[src/rtl/token_engine_pkg.sv]
// Shared token-engine types and GLB write constants.
package token_engine_pkg;

  typedef enum logic {
    ARB_IDLE = 1'b0,
    ARB_LOCK = 1'b1
  } arb_state_t;

  localparam int unsigned BURST_MAX_DEFAULT = 4;

  localparam logic [3:0] WEB_LO16 = 4'b0011;
  localparam logic [3:0] WEB_HI16 = 4'b1100;
  localparam logic [3:0] WEB_ALL  = 4'b1111;

endpackage

[src/rtl/rr_pick.sv]
// Rotating priority picker: first set request at or after ptr_i, wrapping modulo NUM_CH.
module rr_pick #(
  parameter int unsigned NUM_CH = 4,
  localparam int unsigned IDX_W = $clog2(NUM_CH)
) (
  input  logic [NUM_CH-1:0] req_i,
  input  logic [IDX_W-1:0]  ptr_i,
  output logic              valid_o,
  output logic [IDX_W-1:0]  idx_o
);

  always_comb begin : pick
    int unsigned cand;
    logic [IDX_W-1:0] cand_idx;
    valid_o  = 1'b0;
    idx_o    = '0;
    cand     = 0;
    cand_idx = '0;
    for (int unsigned i = 0; i < NUM_CH; i++) begin
      cand = 32'(ptr_i) + i;
      if (cand >= NUM_CH) cand = cand - NUM_CH;
      cand_idx = IDX_W'(cand);
      if (!valid_o && req_i[cand_idx]) begin
        valid_o = 1'b1;
        idx_o   = cand_idx;
      end
    end
  end

endmodule

[src/rtl/opsum_glb_write_arbiter.sv]
// Round-robin GLB write arbiter for the opsum FIFO controllers.
// Define OPSUM_ARB_BURST_LOCK_EN for bounded burst locking; otherwise single-beat round-robin.
module opsum_glb_write_arbiter
  import token_engine_pkg::*;
#(
  parameter int unsigned NUM_CH    = 4,
  parameter int unsigned ADDR_W    = 32,
  parameter int unsigned DATA_W    = 32,
  parameter int unsigned BURST_MAX = BURST_MAX_DEFAULT
) (
  input  logic                         clk,
  input  logic                         rst,
  input  logic [NUM_CH-1:0]            ch_write_req_i,
  input  logic [NUM_CH*ADDR_W-1:0]     ch_glb_write_addr_i,
  input  logic [NUM_CH*(DATA_W/8)-1:0] ch_glb_write_web_i,
  input  logic [NUM_CH*DATA_W-1:0]     ch_glb_write_data_i,
  input  logic                         glb_busy_i,
  output logic [NUM_CH-1:0]            ch_permit_pop_o,
  output logic                         glb_we_o,
  output logic [ADDR_W-1:0]            glb_addr_o,
  output logic [DATA_W/8-1:0]          glb_web_o,
  output logic [DATA_W-1:0]            glb_wdata_o,
  output logic [$clog2(NUM_CH)-1:0]    grant_id_o,
  output logic                         arb_busy_o
);

  localparam int unsigned IDX_W = $clog2(NUM_CH);
  localparam int unsigned WEB_W = DATA_W / 8;
  localparam int unsigned CNT_W = $clog2(BURST_MAX + 1);
  localparam logic [IDX_W-1:0] LAST_CH = IDX_W'(NUM_CH - 1);
`ifdef OPSUM_ARB_BURST_LOCK_EN
  localparam logic [CNT_W-1:0] BURST_LIM = CNT_W'(BURST_MAX);
`endif

  arb_state_t       state_q, state_d;
  logic [IDX_W-1:0] lock_id_q, lock_id_d;
  logic [IDX_W-1:0] rr_ptr_q, rr_ptr_d;
  logic [CNT_W-1:0] burst_cnt_q, burst_cnt_d;

  logic             pick_valid;
  logic [IDX_W-1:0] pick_idx;
  logic             grant_valid;
  logic [IDX_W-1:0] grant_idx;

  logic [ADDR_W-1:0] sel_addr;
  logic [WEB_W-1:0]  sel_web;
  logic [DATA_W-1:0] sel_data;

  logic              glb_we_q;
  logic [ADDR_W-1:0] glb_addr_q;
  logic [WEB_W-1:0]  glb_web_q;
  logic [DATA_W-1:0] glb_wdata_q;
  logic [IDX_W-1:0]  grant_id_q;

  function automatic logic [IDX_W-1:0] wrap_inc(input logic [IDX_W-1:0] idx);
    return (idx == LAST_CH) ? '0 : idx + 1'b1;
  endfunction

  rr_pick #(.NUM_CH(NUM_CH)) u_rr_pick (
    .req_i   (ch_write_req_i),
    .ptr_i   (rr_ptr_q),
    .valid_o (pick_valid),
    .idx_o   (pick_idx)
  );

  always_comb begin
    state_d     = state_q;
    lock_id_d   = lock_id_q;
    burst_cnt_d = burst_cnt_q;
    rr_ptr_d    = rr_ptr_q;
    grant_valid = 1'b0;
    grant_idx   = pick_idx;
`ifdef OPSUM_ARB_BURST_LOCK_EN
    unique case (state_q)
      ARB_IDLE: begin
        if (!glb_busy_i && pick_valid) begin
          grant_valid = 1'b1;
          lock_id_d   = pick_idx;
          burst_cnt_d = CNT_W'(1);
          state_d     = ARB_LOCK;
        end
      end
      ARB_LOCK: begin
        // Busy freezes the lock; release only happens on a free port cycle and issues no grant.
        if (!glb_busy_i) begin
          if (ch_write_req_i[lock_id_q] && (burst_cnt_q < BURST_LIM)) begin
            grant_valid = 1'b1;
            grant_idx   = lock_id_q;
            burst_cnt_d = burst_cnt_q + 1'b1;
          end else begin
            rr_ptr_d    = wrap_inc(lock_id_q);
            burst_cnt_d = '0;
            state_d     = ARB_IDLE;
          end
        end
      end
      default: state_d = ARB_IDLE;
    endcase
`else
    if (!glb_busy_i && pick_valid) begin
      grant_valid = 1'b1;
      rr_ptr_d    = wrap_inc(pick_idx);
    end
`endif
  end

  always_comb begin
    sel_addr        = '0;
    sel_web         = '0;
    sel_data        = '0;
    ch_permit_pop_o = '0;
    for (int unsigned k = 0; k < NUM_CH; k++) begin
      if (grant_idx == IDX_W'(k)) begin
        sel_addr = ch_glb_write_addr_i[k*ADDR_W +: ADDR_W];
        sel_web  = ch_glb_write_web_i[k*WEB_W +: WEB_W];
        sel_data = ch_glb_write_data_i[k*DATA_W +: DATA_W];
        ch_permit_pop_o[k] = grant_valid;
      end
    end
  end

  always_ff @(posedge clk) begin
    if (rst) begin
      state_q     <= ARB_IDLE;
      lock_id_q   <= '0;
      rr_ptr_q    <= '0;
      burst_cnt_q <= '0;
      glb_we_q    <= 1'b0;
      glb_addr_q  <= '0;
      glb_web_q   <= '0;
      glb_wdata_q <= '0;
      grant_id_q  <= '0;
    end else begin
      state_q     <= state_d;
      lock_id_q   <= lock_id_d;
      rr_ptr_q    <= rr_ptr_d;
      burst_cnt_q <= burst_cnt_d;
      glb_we_q    <= grant_valid;
      if (grant_valid) begin
        glb_addr_q  <= sel_addr;
        glb_web_q   <= sel_web;
        glb_wdata_q <= sel_data;
        grant_id_q  <= grant_idx;
      end
    end
  end

  assign glb_we_o    = glb_we_q;
  assign glb_addr_o  = glb_addr_q;
  assign glb_web_o   = glb_web_q;
  assign glb_wdata_o = glb_wdata_q;
  assign grant_id_o  = grant_id_q;
  assign arb_busy_o  = grant_valid | glb_we_q;

endmodule
[config.mk]
export PLATFORM = sky130hd
export DESIGN_NAME = opsum_glb_write_arbiter
export DESIGN_NICKNAME = d
export VERILOG_FILES = /design/src/rtl/token_engine_pkg.sv /design/src/rtl/rr_pick.sv /design/src/rtl/opsum_glb_write_arbiter.sv
export SDC_FILE = /design/constraint.sdc
export NUM_CORES = 1
export LEC_CHECK = 0
export BUFFER_PORTS_ARGS = -buffer_cell sky130_fd_sc_hd__buf_2
export CAP_MARGIN = 10
export CORE_AREA = 2 2 138 140
export DETAILED_ROUTE_END_ITERATION = 6
export DIE_AREA = 0 0 140 142
export PLACE_DENSITY = 0.58
export SLEW_MARGIN = 25
export SYNTH_ARGS = -nofsm -noshare
export SYNTH_HDL_FRONTEND = slang
export SYNTH_SLANG_ARGS = --single-unit
[constraint.sdc]
create_clock -name clk -period 4.46 [get_ports clk]
set_clock_uncertainty 0.05 [all_clocks]
set_input_delay 0.223 -clock clk [delete_from_list [all_inputs] [get_ports clk]]
set_output_delay 0.223 -clock clk [all_outputs]
set_load 0.05 [all_outputs]
After elaboration in Yosys (flattened, before gate mapping)
Cells that the tools add are included.

operators by class
  add/subtract/negate cells = 8
  order comparisons = 8
  eq/ne operators = 3
  mux-type cells = 38
  bitwise gates (word level) = 1
  reductions and logical operators = 9

operators with widths
  kind                   count
  $mux W32               8
  $mux W2                9
  $mux W4                4
  $mux W1                13
  $lt A2 B3 Y1 const B   4
  $ge A3 B3 Y1 const B   3
  $bmux W1 S2            4
  $sub A2 B1 Y2 const B  4
  $add A2 B2 Y3 const B  2
  $eq A2 B2 Y1 const B   2
  $logic_and A1 B1 Y1    4
  $logic_not A1 Y1       4
  $add A2 B1 Y3 const B  1
  $ge A2 B3 Y1 const B   1
  $add A2 B1 Y2 const B  1
  $eq A2 B1 Y1 const B   1
  $logic_not A2 Y1       1
  $or A1 B1 Y1           1

word-level totals
  bits in registers = 73
  input bits = 279
  output and inout port bits = 76
  word-level logic and storage cells = 73

Depth between registers and ports, before layout
  word-level depth = 19
  mapped depth = 11
  mapped depth without buffers = 9

Cells and area by module
A second synthesis with hierarchy kept.

second synthesis, totals
  cells, all modules = 475
  area, all modules = 4,444.3 um^2

by module, submodules not included
  module                   times used  cells an instance  area each (um^2)  sequential area each (um^2)
  opsum_glb_write_arbiter  1           460                4,366.7           1,461.4
  rr_pick                  1           15                 77.6              0.0

Worst setup path after synthesis
OpenSTA, ideal clock, no wires.

  kind = register to output
  from = register rr_ptr_q[1]
  to = output ch_permit_pop_o[3]
  data arrival time = 2.471 ns
  slack = 1.716 ns
  stages on the path, launching flop included = 8
  buffers on the path = 2
  path through = dfxtp_1 > mux2i_1 > nor2_1 > nor4_1 > ha_1 > clkbuf_1 > buf_1 > and2_1

between the ends
  elaborated cells between the ends (all ways) = 41
  classes of those cells = add/sub: 7; order compare: 4; eq/ne: 1; mux: 22; reduce/logical: 7

RTL lines
  element                                                 RTL line                        text
  from (decl)                                             opsum_glb_write_arbiter.sv:37   logic [IDX_W-1:0] rr_ptr_q, rr_ptr_d;
  from (signal assigned)                                  opsum_glb_write_arbiter.sv:136  rr_ptr_q <= rr_ptr_d;
  branches (longest 13 deep; another with $add A2 B1 Y3)  n/a
  $mux W2 (*)                                             rr_pick.sv:23                   if (!valid_o && req_i[cand_idx]) begin
  net grant_idx[0]                                        opsum_glb_write_arbiter.sv:43   logic [IDX_W-1:0] grant_idx;
  $eq A2 B2 Y1 (*)                                        opsum_glb_write_arbiter.sv:113  if (grant_idx == IDX_W'(k)) begin
  $mux W1 (*)                                             opsum_glb_write_arbiter.sv:113
  to (decl)                                               opsum_glb_write_arbiter.sv:18   output logic [NUM_CH-1:0] ch_permit_pop_o,

Mark *: on every way through the listed nets, which the timed path passes. The select of a mux whose other input is x is not followed.

Final worst setup path
  from = register rr_ptr_q[1]
  to = output ch_permit_pop_o[1]

between the ends
  elaborated cells between the ends (all ways) = 41
  classes of those cells = add/sub: 7; order compare: 4; eq/ne: 1; mux: 22; reduce/logical: 7

RTL lines
  element                                                 RTL line
  branches (longest 13 deep; another with $add A2 B1 Y3)  n/a
  $mux W2 (*)                                             rr_pick.sv:23
  net grant_idx[0]                                        opsum_glb_write_arbiter.sv:43
  $eq A2 B1 Y1 (*)                                        opsum_glb_write_arbiter.sv:113
  $mux W1 (*)                                             opsum_glb_write_arbiter.sv:113

Marks and branches as above.

==> impl_metrics.toml <==
[detailed_routing]
firstDrtPassIters = 7
wl_met2_um = 9470
met1_length_um = 8150
vias = 5818
antenna_left = 0
wl_per_cell_um = 17.2
dr.max_layer_used = "met4"
vias_per_cell = 5.12
first_iter_violations = 287
drc = 25
wl_met3_um = 1560
wirelength_um = 19600

[synth]
syn_inst = 593
syn_area_per_cell_sq_um = 8.73
synth-seq-area-share = 0.282
ys_warn_count = 0
ys_seq_elements = 73
syn_nets = 876
syn_area_sq_um = 5180
synth_cell_types = 29

[power_and_ir_drop]
ir_drop_mv = 0.286
power.total_w = 0.00292
power_density_nw_per_um2 = 395
p_leak_nw = 3.63

[die]
fp.coreArea_sq_um = 18500
boundaryPins = 355
rows = 50
die_h_um = 142
fp.dieW_um = 140
start_util = 0.281
dieArea_sq_um = 19900

[layout]
area_delta_synth_final_pct = 43.2
final_area_sq_um = 7410
drive_gt1_frac = 0.551
register_area_sq_um = 1460
mostFrequentLayoutCells = "353 x buf_2, 73 x a21oi_1, 73 x nor2_1, 73 x dfxtp_1, 72 x inv_1"
multi_input_area_sq_um = 3140
n_antenna_cell = 0
nFillCells = 1937
finalNonFillerCells = 1137
layout_commonest_cell = "buf_2"
fin_nets = 1182

[sta]
tightest_slew_ns = 0.889
finalCritPeriodShare = 0.789
finalMaxSlewViolations = 0
tns_ns = 0
final-hold-violation-count = 0
setup_violations = 0
grt_setup_unrepaired = "no"
layout_min_cycle_time_ns = 3.52
relSlewSlack = 0.406
fin_hold_ws_ns = 0.145
max_freq_mhz = 284

[clock_tree]
post_cts_buffers = 0
cts_sinks = 73
numCtsBuffers = 9
cts_htree_levels = 3
clock_latency_ns = 0.34
cts_max_path_buffers = 2
cts_tree = "built"
holdBufCountCts = 0
clkTransAtPathRegs_ns = 0.06
ctsResizeCount = 0
cts-root-buf = "clkbuf_16"

[placement]
gp_congestion = 0.786
hpwl_um = 14100
port_buffers = 354
numPlacedInstances = 1122
place_area_sq_um = 7050

[worst_setup_path]
cp_slowest_stage_delay_ns = 0.68
reg2reg_depth = 10
critPathBufInv = 2
slowest_stage = "buf_4"
setup.worst_path.end_class = "output port"
r2r-start = "rr_ptr_q[1]$_SDFFE_PP0N_"
r2r_end = "glb_wdata_o[5]$_SDFFE_PP0N_"
worst-setup-path-type = "reg -> out"
arrival_ns = 3.24
rrSetupSlack_ns = 1.00
critPathLaunchType = "register"
crit_start = "rr_ptr_q[1]$_SDFFE_PP0N_"
cp_data_required_time_ns = 4.19
critPathMaxFanout = 70
cp_top_family = "simple AND/OR/NAND/NOR gates"
path_cells = "mux2i_1, nor2_1, nor4_1, ha_2, buf_4, and2_1, buf_2"

[worst_hold_path]
hold_path_end = "glb_addr_o[13]$_SDFFE_PP0N_"
worstHoldStart = "ch_glb_write_addr_i[109]"
min_path_type = "in -> reg"
hold-path-cell-count = 3

[grt]
grt_pass1_wl_um = 30000
grt_util_all_layers = 0.190
grt_remaining_overflow = 0
first_global_vias = 5564
grt_max_degree = 71
antenna_found_initial = 0

[run]
cap_violations = 0

[status]
status = "finished, violations left"
violations = "DRC"
## power by group
part	leakage, nW	switching (W)	total, W	internal [W]
clock network	0.175	0.000294	0.000910	0.000616
registers	0.605	0.0000350	0.000760	0.000725
logic	2.85	0.000798	0.00125	0.000457
total	3.63	0.00113	0.00292	0.00180
## metal layers
metal,GRT usage,vias to the layer above
met4,0.0702,0
li1,-,2837
met1,0.227,2691
met5,0,-
met3,0.0505,26
met2,0.329,264
## cells in the mapped netlist
master,number,area share
a211oi_1,1,0.0015
ha_1,4,0.0097
clkbuf_1,45,0.033
buf_2,9,0.0087
nor2b_2,1,0.0017
nor3_1,14,0.014
o22ai_1,1,0.0012
nor4_1,1,0.0012
a21o_1,1,0.0015
a221oi_1,12,0.020
nor2_1,74,0.054
nand2_1,4,0.0029
or2_1,1,0.0012
a221oi_2,56,0.16
a21oi_1,73,0.071
mux2i_1,1,0.0019
buf_6,11,0.024
buf_1,4,0.0029
inv_1,72,0.052
nor4_2,1,0.0024
and2_1,4,0.0048
o21a_1,1,0.0015
nand2b_1,3,0.0036
dfxtp_1,73,0.28
and3_1,1,0.0012
a221o_1,67,0.13
o21ai_0,1,0.00097
a32o_1,1,0.0019
nor3_2,56,0.11
## worst reg2reg max path: cells and delay by family (launching register included)
kind / cells / cell delay [ns]
simple gates: 4 / 0.96
compound gates: 2 / 0.90
buf+inv: 2 / 0.52
flops: 1 / 0.41
fa+ha+maj: 1 / 0.28
mux: 1 / 0.20
## registers in the layout (all words and copies together), names as in the netlist
register and count:
glb_web_o 4, glb_addr_o 32, rr_ptr_q 2, grant_id_o 2, glb_we_o 1, glb_wdata_o 32
## logic make-up after synthesis
kind of cell,after synthesis,synth area share
buf+inv,141,0.120
fa+ha+maj,4,0.00967
simple gates,160,0.195
compound gates,214,0.391
mux,1,0.00193
flops,73,0.282
## final cells by class
type | count | share of cell area
tap | 234 | 0.0395
sequential | 73 | 0.197
timing repair buffer | 364 | 0.255
clock buffer | 10 | 0.0322
clock inverter | 5 | 0.0172
multi-input combinational | 379 | 0.423
inverter | 72 | 0.0365
## metrics by stage
step / worst slack, ns / util
after floorplan: 1.72 / -
after global placement: 1.10 / 0.382
after detailed placement: 1.05 / 0.382
after CTS: 0.924 / 0.402
after global routing: 0.687 / 0.402
final: 0.942 / 0.402
## worst max-delay path by stage
stage,endpoint,slack (ns),cells after the start
2_1_floorplan,ch_permit_pop_o[3],1.72,7
3_3_place_gp,glb_wdata_o[5]$_SDFFE_PP0N_,1.10,10
3_5_place_dp,glb_wdata_o[5]$_SDFFE_PP0N_,1.05,10
4_1_cts,ch_permit_pop_o[1],0.92,7
5_1_grt,ch_permit_pop_o[1],0.69,7
6_report,ch_permit_pop_o[1],0.94,7
(Power assumes the default switching activity.)
